==> config.mk <==
export PLATFORM = sky130hd
export DESIGN_NAME = uart_tx_arbiter
export DESIGN_NICKNAME = d
export VERILOG_FILES = /design/src/rtl/uart_arb_pkg.sv /design/src/rtl/uart_tx_arbiter_rr_picker.sv /design/src/rtl/uart_tx_arbiter.sv
export SDC_FILE = /design/constraint.sdc
export NUM_CORES = 1
export LEC_CHECK = 0
export CAP_MARGIN = 25
export CELL_PAD_IN_SITES_DETAIL_PLACEMENT = 0
export CELL_PAD_IN_SITES_GLOBAL_PLACEMENT = 1
export CORE_ASPECT_RATIO = 1.1
export CORE_MARGIN = 2
export CORE_UTILIZATION = 46
export CTS_CLUSTER_DIAMETER = 150
export DETAILED_ROUTE_END_ITERATION = 12
export DONT_BUFFER_PORTS = 1
export MAX_ROUTING_LAYER = met4
export PLACE_DENSITY = 0.9
export SYNTH_ARGS = -nofsm -noshare
export SYNTH_HDL_FRONTEND = slang
export SYNTH_SLANG_ARGS = --single-unit
==> constraint.sdc <==
create_clock -name clk -period 2.3 [get_ports clk]
set_input_delay 0.46 -clock clk [delete_from_list [all_inputs] [get_ports clk]]
set_output_delay 0.46 -clock clk [all_outputs]
set_load 0.01 [all_outputs]
==> src/rtl/uart_arb_pkg.sv <==
// Shared types and helpers for the uart_tx arbiter: FSM state encoding, lane id type
// and the round-robin pointer advance used after a non-priority grant.
package uart_arb_pkg;

    localparam int MAX_REQ = 4;

    typedef logic [1:0] lane_id_t;

    typedef enum logic [2:0] {
        IDLE,
        ARB,
        LOAD,
        GUARD,
        DRAIN
    } arb_state_t;

    // Lane after cur, skipping the priority lane (it never sits in the rotation).
    function automatic lane_id_t next_lane(lane_id_t cur, int num_req, int prio);
        int n;
        n = (int'(cur) + 1) % num_req;
        if (n == prio) begin
            n = (n + 1) % num_req;
        end
        return lane_id_t'(n);
    endfunction

endpackage

==> src/rtl/uart_tx_arbiter_rr_picker.sv <==
// Combinational search for the first valid non-priority lane at or after the rr pointer.
module rr_picker
    import uart_arb_pkg::*;
#(
    parameter int NUM_REQ   = 2,
    parameter int PRIO_LANE = 0
) (
    input  logic [NUM_REQ-1:0] valid,
    input  lane_id_t           rr,
    output logic               found,
    output lane_id_t           pick
);

    always_comb begin
        found = 1'b0;
        pick  = rr;
        for (int i = 0; i < NUM_REQ; i++) begin
            for (int k = 0; k < NUM_REQ; k++) begin
                if (!found && k != PRIO_LANE && k == (int'(rr) + i) % NUM_REQ && valid[k]) begin
                    found = 1'b1;
                    pick  = lane_id_t'(k);
                end
            end
        end
    end

endmodule

==> src/rtl/uart_tx_arbiter.sv <==
// Message-granular arbiter sharing one uart_tx between NUM_REQ byte-stream lanes, with a
// priority lane, starvation guard, requester-stall timeout and tx_ready byte pacing.
module uart_tx_arbiter
    import uart_arb_pkg::*;
#(
    parameter int NUM_REQ      = 2,
    parameter int PRIO_LANE    = 0,
    parameter int STARVE_LIMIT = 3,
    parameter int TIMEOUT      = 1023
) (
    input  logic                    clk,
    input  logic                    reset,
    input  logic [NUM_REQ-1:0]      req_valid,
    input  logic [NUM_REQ-1:0][7:0] req_data,
    input  logic [NUM_REQ-1:0]      req_last,
    output logic [NUM_REQ-1:0]      req_ready,
    output logic [7:0]              data_tx,
    output logic                    valid,
    input  logic                    tx_ready,
    output lane_id_t                grant_id,
    output logic                    busy,
    output logic                    msg_abort
);

    localparam int TW = $clog2(TIMEOUT + 1);
    localparam logic [NUM_REQ-1:0] PRIO_MASK = NUM_REQ'(1) << PRIO_LANE;
    localparam lane_id_t RR_INIT = lane_id_t'((PRIO_LANE + 1) % NUM_REQ);

    arb_state_t     state, state_next;
    lane_id_t       rr, pick, arb_grant;
    logic           pick_found, other_valid, prio_win, grant_ok;
    logic [7:0]     starve_cnt;
    logic [TW-1:0]  to_cnt;
    logic           last_q;
    logic           g_valid, g_last;
    logic [7:0]     g_data;
    logic           accept, stall, expire;

    rr_picker #(.NUM_REQ(NUM_REQ), .PRIO_LANE(PRIO_LANE)) u_pick (
        .valid (req_valid),
        .rr    (rr),
        .found (pick_found),
        .pick  (pick)
    );

    // Priority lane keeps winning until it has taken STARVE_LIMIT messages past a waiting lane.
    assign other_valid = |(req_valid & ~PRIO_MASK);
    assign prio_win    = (|(req_valid & PRIO_MASK)) && ((starve_cnt < 8'(STARVE_LIMIT)) || !other_valid);
    assign grant_ok    = prio_win || pick_found;
    assign arb_grant   = prio_win ? lane_id_t'(PRIO_LANE) : pick;

    always_comb begin
        g_valid = 1'b0;
        g_data  = 8'h00;
        g_last  = 1'b0;
        for (int i = 0; i < NUM_REQ; i++) begin
            if (grant_id == lane_id_t'(i)) begin
                g_valid = req_valid[i];
                g_data  = req_data[i];
                g_last  = req_last[i];
            end
        end
    end

    always_ff @(posedge clk) begin
        if (reset) begin
            state <= IDLE;
        end else begin
            state <= state_next;
        end
    end

    always_comb begin
        state_next = state;
        case (state)
            IDLE:    if (|req_valid) state_next = ARB;
            ARB:     state_next = grant_ok ? LOAD : IDLE;
            LOAD: begin
                if (accept) begin
                    state_next = GUARD;
                end else if (expire) begin
                    state_next = IDLE;
                end
            end
            GUARD:   state_next = DRAIN;
            DRAIN:   if (tx_ready) state_next = last_q ? IDLE : LOAD;
            default: state_next = IDLE;
        endcase
    end

    // Stall cycles only count while uart_tx could have taken a byte.
    always_comb begin
        accept    = (state == LOAD) && tx_ready && g_valid && !reset;
        stall     = (state == LOAD) && tx_ready && !g_valid;
        expire    = stall && (to_cnt == TW'(TIMEOUT - 1));
        req_ready = '0;
        for (int i = 0; i < NUM_REQ; i++) begin
            req_ready[i] = accept && (grant_id == lane_id_t'(i));
        end
    end

    always_ff @(posedge clk) begin
        if (reset) begin
            data_tx    <= 8'h00;
            valid      <= 1'b0;
            grant_id   <= '0;
            busy       <= 1'b0;
            msg_abort  <= 1'b0;
            starve_cnt <= '0;
            rr         <= RR_INIT;
            to_cnt     <= '0;
            last_q     <= 1'b0;
        end else begin
            valid     <= accept;
            msg_abort <= expire;
            if (state == ARB && grant_ok) begin
                grant_id <= arb_grant;
                busy     <= 1'b1;
                if (prio_win) begin
                    starve_cnt <= other_valid ? starve_cnt + 8'd1 : 8'd0;
                end else begin
                    starve_cnt <= '0;
                    rr         <= next_lane(pick, NUM_REQ, PRIO_LANE);
                end
            end
            if (accept) begin
                data_tx <= g_data;
                last_q  <= g_last;
                to_cnt  <= '0;
            end else if (expire) begin
                to_cnt <= '0;
                busy   <= 1'b0;
            end else if (stall) begin
                to_cnt <= to_cnt + TW'(1);
            end
            if (state == DRAIN && tx_ready && last_q) begin
                busy <= 1'b0;
            end
        end
    end

endmodule

# Word-level counts from Yosys, hierarchy flattened
# Index checks and enable logic that the tools add are counted.
[op_classes] n_eq_ne=10 n_div=0 order_cmp=1 addsub=5 shifts=0 muxes=24 bitwise=4 n_mul=0 n_reduce_logical=28
[ops] op="logical NOT 32 bit" count=1
[ops] op="2-to-1 mux 8 bit" count=4
[ops] op="one-hot mux 3 bit (5 select lines)" count=1
[ops] op="logical AND 1 bit" count=14
[ops] op="2-to-1 mux 2 bit" count=6
[ops] op="2-to-1 mux 3 bit" count=4
[ops] op="adder 10 x 1 -> 10 bit, second input constant" count=1
[ops] op="== test 10 bit, second input constant" count=1
[ops] op="2-to-1 mux 1 bit" count=9
[ops] op="adder 8 x 1 -> 8 bit, second input constant" count=1
[ops] op="less-than comparator 8 x 2 -> 1 bit, second input constant" count=1
[ops] op="== test 3 x 2 -> 1 bit, second input constant" count=2
[ops] op="logical NOT 1 bit" count=4
[ops] op="inequality test 2 bit, second input constant" count=2
[ops] op="OR reduction 2 bit" count=2
[ops] op="adder 2 x 2 -> 3 bit, second input constant" count=1
[ops] op="== test 3 x 1 -> 1 bit, second input constant" count=1
[ops] op="== test 3 bit, second input constant" count=1
[ops] op="logical NOT 3 bit" count=1
[ops] op="inequality test 3 bit, second input constant" count=1
[ops] op="AND reduction 3 bit" count=1
[ops] op="OR reduction 3 bit" count=1
[ops] op="adder 1 bit, second input constant" count=2
[ops] op="AND 1 bit, first input constant" count=2
[ops] op="7 further kinds" count=8
[word_totals] mem_bits_ro=0 mem_count=0 ff_bits=37 mem_bits_rw=0 latchBits=0 output_inout_bits=15 in_bits=23

# Logic depth before layout (Yosys ltp)
# Gate-level depths: netlist of the first run.
[logic_depth] ltp_word=11 depth_mapped=7 depth_no_buf=6

# By module
# From an unflattened synthesis of the first run, not the netlist that was laid out.
[unflattened] hier_cells=189 hier_area_um2=1721.7
[by_module_without_submodules] mod="uart_tx_arbiter" area_each_um2=1705.4 instances=1 seq_area_each_um2=700.7 cells_per_inst=186
[by_module_without_submodules] mod="rr_picker" area_each_um2=16.3 instances=1 seq_area_each_um2=0.0 cells_per_inst=3

# Worst setup path after synthesis of the first run
# Ideal clock, no wire load.
[synth_path] path_type="register -> register" start="reg grant_id[0]" end="reg to_cnt[9]" path_buffers=1 t_arrival_ps=1809 period_less_slack_ps=1880 path_slack_ps=420 setup_time_ps=71 path_stages_with_launch=6 cell_sequence="dfxtp_1 > buf_6 > mux2_4 > or4b_4 > or3_1 > a21oi_1"
[synth_via] elab_chain_len=7 elab_cells_between_ends=10 classes_between="eq/ne: 1; mux: 2; reduce/logical: 7"
[synth_rtl] element="start, declared" line="uart_tx_arbiter.sv:20" source="output lane_id_t grant_id,"
[synth_rtl] element="start signal, assigned" line="uart_tx_arbiter.sv:117" source="grant_id <= arb_grant;"
[synth_rtl] element="logical NOT 2 bit" line="uart_tx_arbiter.sv:57" source="if (grant_id == lane_id_t'(i)) begin"
[synth_rtl] element="2-to-1 mux 1 bit" line="uart_tx_arbiter.sv:57"
[synth_rtl] element="2-to-1 mux 1 bit *" line="uart_tx_arbiter.sv:57"
[synth_rtl] element="logical NOT 1 bit" line="uart_tx_arbiter.sv:94" source="stall = (state == LOAD) && tx_ready && !g_valid;"
[synth_rtl] element="logical AND 1 bit" line="uart_tx_arbiter.sv:94"
[synth_rtl] element="logical AND 1 bit" line="uart_tx_arbiter.sv:95" source="expire = stall && (to_cnt == TW'(TIMEOUT - 1));"
[synth_rtl] element="OR reduction 3 bit (no line)"
[synth_rtl] element="end signal, assigned" line="uart_tx_arbiter.sv:134" source="to_cnt <= to_cnt + TW'(1);"
[synth_rtl] element="end, declared" line="uart_tx_arbiter.sv:33" source="logic [TW-1:0] to_cnt;"
# Mark *: on every way between the ends. The rest lies on a longest branch, timed or not.
# A chain may end at the register's enable or synchronous reset.

# Final worst setup path of the first run
[layout_path] start="reg state[2]" end="out req_ready[0]"
[layout_via] elab_chain_len=5
[layout_rtl] element="start, declared" line="uart_tx_arbiter.sv:29" source="arb_state_t state, state_next;"
[layout_rtl] element="start signal, assigned" line="uart_tx_arbiter.sv:69" source="state <= state_next;"
[layout_rtl] element="== test 3 x 2 -> 1 bit" line="uart_tx_arbiter.sv:93" source="accept = (state == LOAD) && tx_ready && g_valid && !reset;"
[layout_rtl] element="logical AND 1 bit (3 in a row)" line="uart_tx_arbiter.sv:93"
[layout_rtl] element="logical AND 1 bit" line="uart_tx_arbiter.sv:98" source="req_ready[i] = accept && (grant_id == lane_id_t'(i));"
[layout_rtl] element="end, declared" line="uart_tx_arbiter.sv:16" source="output logic [NUM_REQ-1:0] req_ready,"
# Every way passes these cells.

==> results of run 1 <==
## power by group through the flow
| stage | Clock, W | Combinational [W] | Sequential (W) |
|---|---|---|---|
| 2_1_floorplan | 0 | 0.000145 | 0.000651 |
| 3_3_place_gp | 0 | 0.000159 | 0.000657 |
| 3_5_place_dp | 0 | 0.000165 | 0.000659 |
| 4_1_cts | 0.000354 | 0.000165 | 0.000645 |
| 5_1_grt | 0.000381 | 0.000185 | 0.000652 |
| 6_report | 0.000346 | 0.000166 | 0.000645 |
## state kept, by name, indices dropped and copies added (netlist names)
signal,count
state,3
busy,1
last_q,1
grant_id,1
to_cnt,10
valid,1
data_tx,8
msg_abort,1
starve_cnt,8
## how the worst max path moves through the flow
| stage | from | endpoint | slack, ns |
|---|---|---|---|
| global route | state[2] | req_ready[1] | 0.09 |
| global placement | state[2] | last_q | 0.31 |
| detailed placement | state[2] | data_tx[1] | 0.17 |
| floorplan | grant_id[0] | to_cnt[9] | 0.42 |
| finish | state[2] | req_ready[0] | 0.23 |
| CTS | state[2] | data_tx[1] | 0.14 |
## layout make-up
cell class,instances,area (sq um)
clock buffer,7,55.05
clock inverter,1,5.005
fill,327,1625
inverter,2,7.507
multi-input combinational,141,894.6
sequential,34,680.7
tap,48,60.06
timing repair buffer,4,30.03
## cell usage in the layout, fill, tap and decap left out, types with 4 or more instances in the layout
| cell type | count |
|---|---|
| a211oi_1 | 10 |
| a21oi_1 | 9 |
| buf_4 | 4 |
| clkbuf_4 | 5 |
| dfxtp_1 | 34 |
| mux2i_1 | 11 |
| nand2_1 | 14 |
| nand3_1 | 4 |
| nand4_1 | 6 |
| nor2_1 | 29 |
| nor3_1 | 8 |
| o21ai_0 | 4 |
| or3_1 | 4 |
| xnor2_1 | 6 |
| xor2_1 | 4 |
## layer usage
metal / track usage, % / part of all wire (%) / vias to the layer above
li1: - / - / 663
met1: 23.25 / 43 / 605
met2: 29.17 / 50 / 40
met3: 6.408 / 6.5 / 2
met4: 4.891 / 0.52 / 0
met5: - / 0 / -
## kinds of logic (layout without fill, tap and decap cells)
family / Yosys count / count (layout) / share of synthesized area, %
compound gates: 32 / 32 / 12.93
xor+xnor: 10 / 10 / 5.356
fa+ha+maj: 3 / 3 / 2.296
buf+inv: 11 / 14 / 3.673
flops: 34 / 34 / 41.62
mux: 12 / 12 / 7.651
other cells: 1 / 1 / 0.2293
simple gates: 83 / 83 / 26.24
## stage by stage
step / hold WS, ns / cell area, sq um
final: 0.1705 / 1733
after global routing: 0.1539 / 1733
after CTS: 0.1670 / 1725
after detailed placement: 0.4590 / 1665
after global placement: 0.4524 / 1665
after floorplan: 0.4415 / 1635
==> flow_metrics.py, run 1 <==
metrics = {
    "run_status": {
        "outcome": "complete, no violations",
    },
    "worst_hold_path": {
        "hold_depth": 1,
        "worstHoldPathType": "input pin to flop",
        "hold_end": "state[2]",
        "worstHoldStart": "reset",
    },
    "power": {
        "p_leak_nw": 0.5654,
        "switching_power_w": 0.0003244,
        "peakVddDrop_v": 0.0004039,
        "power_w": 0.001158,
        "clock_power_share_pct": 29.9,
        "seq_power_share_pct": 55.7,
        "power.internal_w": 0.0008336,
        "combPwrFrac_pct": 14.4,
        "p_sw_share_pct": 28.01,
        "power.density_nw_per_um2": 668.3,
    },
    "logic_synthesis": {
        "syn_area_per_cell_sq_um": 8.792,
        "yosys-top-cells-count": "dfxtp_1 (34), nor2_1 (29), nand2_1 (14)",
        "synthFlopType": "dfxtp_1",
        "yosysWarnings": 0,
        "synth_area_leaders": "dfxtp_1 (42%), mux2i_1 (6.7%), nor2_1 (6.7%)",
        "synth_top_area_share_pct": 41.62,
        "yosys.area.top_type": "dfxtp_1",
        "synthCells": 186,
        "yosysSeqAreaShare_pct": 41.62,
        "netlist_area_sq_um": 1635,
        "synth_edf_count": 0,
        "yosysMostFrequentCell": "dfxtp_1",
        "yosys.cell_types.count": 38,
        "synthArstFlopShare_pct": 0,
        "ys_ff_latch": 34,
        "synth_nets": 212,
    },
    "clocking": {
        "clk_latency_ns": 0.34,
        "clockBufferDepth": 2,
        "cts_buffers": 5,
        "cts.clk_slew.worst_paths_ns": 0.11,
        "ctsResizeCount": 0,
        "htreeDepth": 2,
        "cts_hold_buf": 0,
        "cts_tree": "built",
        "cts_setup_buffers": 0,
        "cts_root_buf": "clkbuf_4",
        "clkSinkCount": 34,
    },
    "timing": {
        "rsz0062_at_grt": "no",
        "slew_violations": 0,
        "period_share_pct": 90.11,
        "setup_viol": 0,
        "tns_ns": 0,
        "period_minus_slack_ns": 2.073,
        "fin_ws_ns": 0.2274,
        "timing.fmax_mhz": 482.5,
        "fin_worst_skew_ns": 0.01365,
        "hold_viol_final": 0,
    },
    "global_route": {
        "grt_pass1_vias": 1214,
        "grt_antenna_before_repair": 0,
        "grt_pass1_wl_microns": 5561,
        "gr-usage-all-layers_pct": 18.76,
        "grt.overflow.total": 0,
        "grt_max_degree": 22,
    },
    "routing": {
        "wl_per_cell_microns": 14.59,
        "drt_first_pass_iters": 4,
        "vias_per_cell": 5.527,
        "detail-route-antenna-nets": 0,
        "first_iter_violations": 53,
        "wl_microns": 3459,
        "via_count": 1310,
        "drc": 0,
    },
    "finish": {
        "finalNetCount": 214,
        "fin_util_pct": 51.60,
        "antennaDiodeCount": 0,
        "areaGrowthSynthToFinish_pct": 5.968,
        "layout.cells.non_filler": 237,
        "layout-drive-gt1-share_pct": 8.995,
    },
    "floorplanning": {
        "die_area_sq_um": 4049,
        "design.core.area_sq_um": 3358,
        "start_util_pct": 48.70,
        "num_rows": 22,
        "pin_count": 38,
        "die_w_microns": 60.85,
        "die_h_microns": 66.54,
    },
    "worst_setup_path": {
        "worstReg2RegStart": "state[2]",
        "worstPathMaxFanout": 10,
        "path_cells": "nor4bb_1 -> buf_4 -> nand2_1 -> nor3_1",
        "r2r_cells": 4,
        "slowest_delay_ns": 0.41,
        "critPathKind": "flop to output port",
        "arrival_ns": 1.61,
        "timing.rr.end": "to_cnt[9]",
        "cp-start-kind": "flop",
        "crit_buf_inv": 1,
        "crit_family": "simple AND/OR/NAND/NOR gates",
        "required_ns": 1.84,
        "cp-end-kind": "output port",
        "reg2reg_slack_ns": 0.37,
        "path_depth": 4,
        "slowest_stage": "dfxtp_1",
    },
    "placement": {
        "hpwl_microns": 2552,
        "place_ws_ns": 0.1695,
        "placedCellCount": 228,
        "port_buffers": 0,
        "gp_congestion": 0.8603,
    },
    "job": {
        "cap_violations": 0,
    },
}
Power figures use the tool's default switching activity.
==> run 2, diff against run 1 <==
--- a/config.mk
+++ b/config.mk
@@ -15,7 +15,9 @@
 export DETAILED_ROUTE_END_ITERATION = 12
 export DONT_BUFFER_PORTS = 1
 export MAX_ROUTING_LAYER = met4
-export PLACE_DENSITY = 0.9
+export PLACE_DENSITY = 0.87
+export SKIP_LAST_GASP = 1
+export SLEW_MARGIN = 10
 export SYNTH_ARGS = -nofsm -noshare
 export SYNTH_HDL_FRONTEND = slang
 export SYNTH_SLANG_ARGS = --single-unit
==> run 2 against run 1 <==
Fmax rose by 0.93%; critical path depth did not move; register-to-register slack improved by 0.05 ns; core utilization fell by 0.15 points; clock power fell by 13%.
==> flow_metrics.py, run 2 (synthesis results as in run 1) <==
metrics = {
    "run_status": {
        "outcome": "complete, no violations",
    },
    "routing": {
        "drt_first_pass_iters": 4,
        "vias_per_cell": 5.612,
        "top_layer": "met4",
        "drc": 0,
        "detail-route-antenna-nets": 0,
        "via_count": 1330,
        "drt-met1-wl_microns": 1461,
        "first_iter_violations": 57,
        "wl_microns": 3319,
        "wl_per_cell_microns": 14.00,
        "wl_met2_microns": 1626,
        "wl_met3_microns": 178,
    },
    "finish": {
        "areaGrowthSynthToFinish_pct": 5.662,
        "finalNetCount": 215,
        "layout_commonest_cell": "dfxtp_1",
        "antennaDiodeCount": 0,
        "most-common-layout-cells": "dfxtp_1 (34), nor2_1 (29), nand2_1 (14), mux2i_1 (11), a211oi_1 (10)",
        "layout-drive-gt1-share_pct": 9.524,
        "reg_top3": "to_cnt x10, data_tx x8, starve_cnt x8",
        "top_register": "to_cnt",
        "fill_cells": 346,
        "largest_reg_flops": 10,
    },
    "placement": {
        "hpwl_microns": 2520,
        "gp_congestion": 0.8045,
        "port_buffers": 0,
    },
    "clocking": {
        "cts_root_buf": "clkbuf_4",
        "cts_setup_buffers": 0,
        "clkSinkCount": 34,
        "clk_latency_ns": 0.33,
        "cts_buffers": 5,
        "htreeDepth": 2,
        "clockBufferDepth": 2,
        "cts.clk_slew.worst_paths_ns": 0.10,
        "ctsResizeCount": 0,
        "cts_hold_buf": 0,
        "cts_tree": "built",
    },
    "power": {
        "combPwrFrac_pct": 14.9,
        "seq_power_share_pct": 58.0,
        "power.internal_w": 0.0007968,
        "p_sw_share_pct": 28.51,
        "p_leak_nw": 0.5652,
        "switching_power_w": 0.0003178,
        "clock_power_share_pct": 27.1,
        "peakVddDrop_v": 0.0003830,
        "power.density_nw_per_um2": 645.1,
    },
    "global_route": {
        "grt_pass1_wl_microns": 5547,
        "grt.overflow.total": 0,
        "gr-usage-all-layers_pct": 19.20,
        "grt_pass1_vias": 1247,
        "grt_antenna_before_repair": 0,
        "grt_max_degree": 22,
    },
    "timing": {
        "period_share_pct": 89.28,
        "tns_ns": 0,
        "fin_worst_skew_ns": 0.007675,
        "hold_viol_final": 0,
        "timing.fmax_mhz": 487.0,
        "slew-limit-headroom_pct": 60.56,
        "worst_pin_slew_ns": 0.5895,
        "rsz0062_at_grt": "no",
        "period_minus_slack_ns": 2.053,
        "setup_viol": 0,
        "holdWs_ns": 0.1844,
        "slew_violations": 0,
    },
    "floorplanning": {
        "num_rows": 22,
        "start_util_pct": 48.70,
        "pin_count": 38,
        "die_area_sq_um": 4049,
        "design.core.area_sq_um": 3358,
        "die_h_microns": 66.54,
        "die_w_microns": 60.85,
    },
    "worst_setup_path": {
        "worstPathMaxFanout": 8,
        "crit_family": "simple AND/OR/NAND/NOR gates",
        "arrival_ns": 1.59,
        "slowest_stage": "dfxtp_1",
        "path_cells": "nor4bb_1 -> buf_4 -> nand2_1 -> nor3_1",
        "timing.rr.end": "to_cnt[9]",
        "required_ns": 1.84,
        "cp-start-kind": "flop",
        "cp-end-kind": "output port",
        "reg2reg_slack_ns": 0.42,
        "worstReg2RegStart": "state[2]",
        "r2r_cells": 5,
        "critPathKind": "flop to output port",
        "slowest_delay_ns": 0.48,
        "crit_buf_inv": 1,
    },
    "worst_hold_path": {
        "hold_depth": 1,
        "worstHoldPathType": "input pin to flop",
        "hold_end": "data_tx[5]",
        "worstHoldStart": "reset",
    },
    "job": {
        "cap_violations": 0,
    },
}
## run 2: cell types whose count changed in the layout (fill, tap and decap cells not counted), sizes merged
cell / previous run / this run
clkbuf: 7 / 5
buf: 4 / 5
clkinv: 1 / 2
## run 2: layout make-up
type / count / area, sq um / area share, %
Multi-Input combinational cell: 141 / 894.6 / 51.77
Sequential cell: 34 / 680.7 / 39.39
Tap cell: 48 / 60.06 / 3.476
Clock buffer: 5 / 37.54 / 2.172
Timing Repair Buffer: 5 / 37.54 / 2.172
Clock inverter: 2 / 10.01 / 0.5793
Inverter: 2 / 7.507 / 0.4345
## run 2: metal layers
metal	vias to the layer above	global-route usage, %
met5	-	-
met4	0	7.337
met3	6	6.602
met2	30	29.44
met1	620	23.09
li1	674	-
## run 2: power groups by stage
stage	sequential [W]	combinational, W	clock, W
after floorplan	0.000651	0.000145	0
after global placement	0.000657	0.000162	0
after detailed placement	0.000659	0.000166	0
after CTS	0.000646	0.000167	0.000313
after global routing	0.000653	0.000186	0.000342
final	0.000647	0.000166	0.000302
## run 2: worst max-delay path by stage
stage | from | endpoint | slack [ns] | cells after the start
5_1_grt | state[2] | req_ready[1] | 0.05 | 5
6_report | state[1] | req_ready[0] | 0.25 | 4
2_1_floorplan | grant_id[0] | to_cnt[9] | 0.42 | 5
4_1_cts | state[2] | req_ready[0] | 0.23 | 4
3_3_place_gp | req_valid[1] | last_q | 0.46 | 4
3_5_place_dp | req_valid[1] | data_tx[1] | 0.38 | 4
## run 2: worst reg2reg max path: stages (launching register included)
cell,delay [ns]
dfxtp_1,0.41
nand4bb_1,0.23
buf_4,0.18
or4b_4,0.53
or3_1,0.32
a21oi_1,0.14
## run 2: through the flow
stage	instance area (sq um)	util, %	setup slack, ns	cells	power [W]
4_1_cts	1720	51.23	0.2296	236	0.001126
2_1_floorplan	1635	-	0.4204	186	0.0007962
3_5_place_dp	1673	49.81	0.3839	229	0.0008259
3_3_place_gp	1673	49.81	0.4566	229	0.0008194
5_1_grt	1728	51.45	0.04719	237	0.001181
6_report	1728	51.45	0.2465	237	0.001115
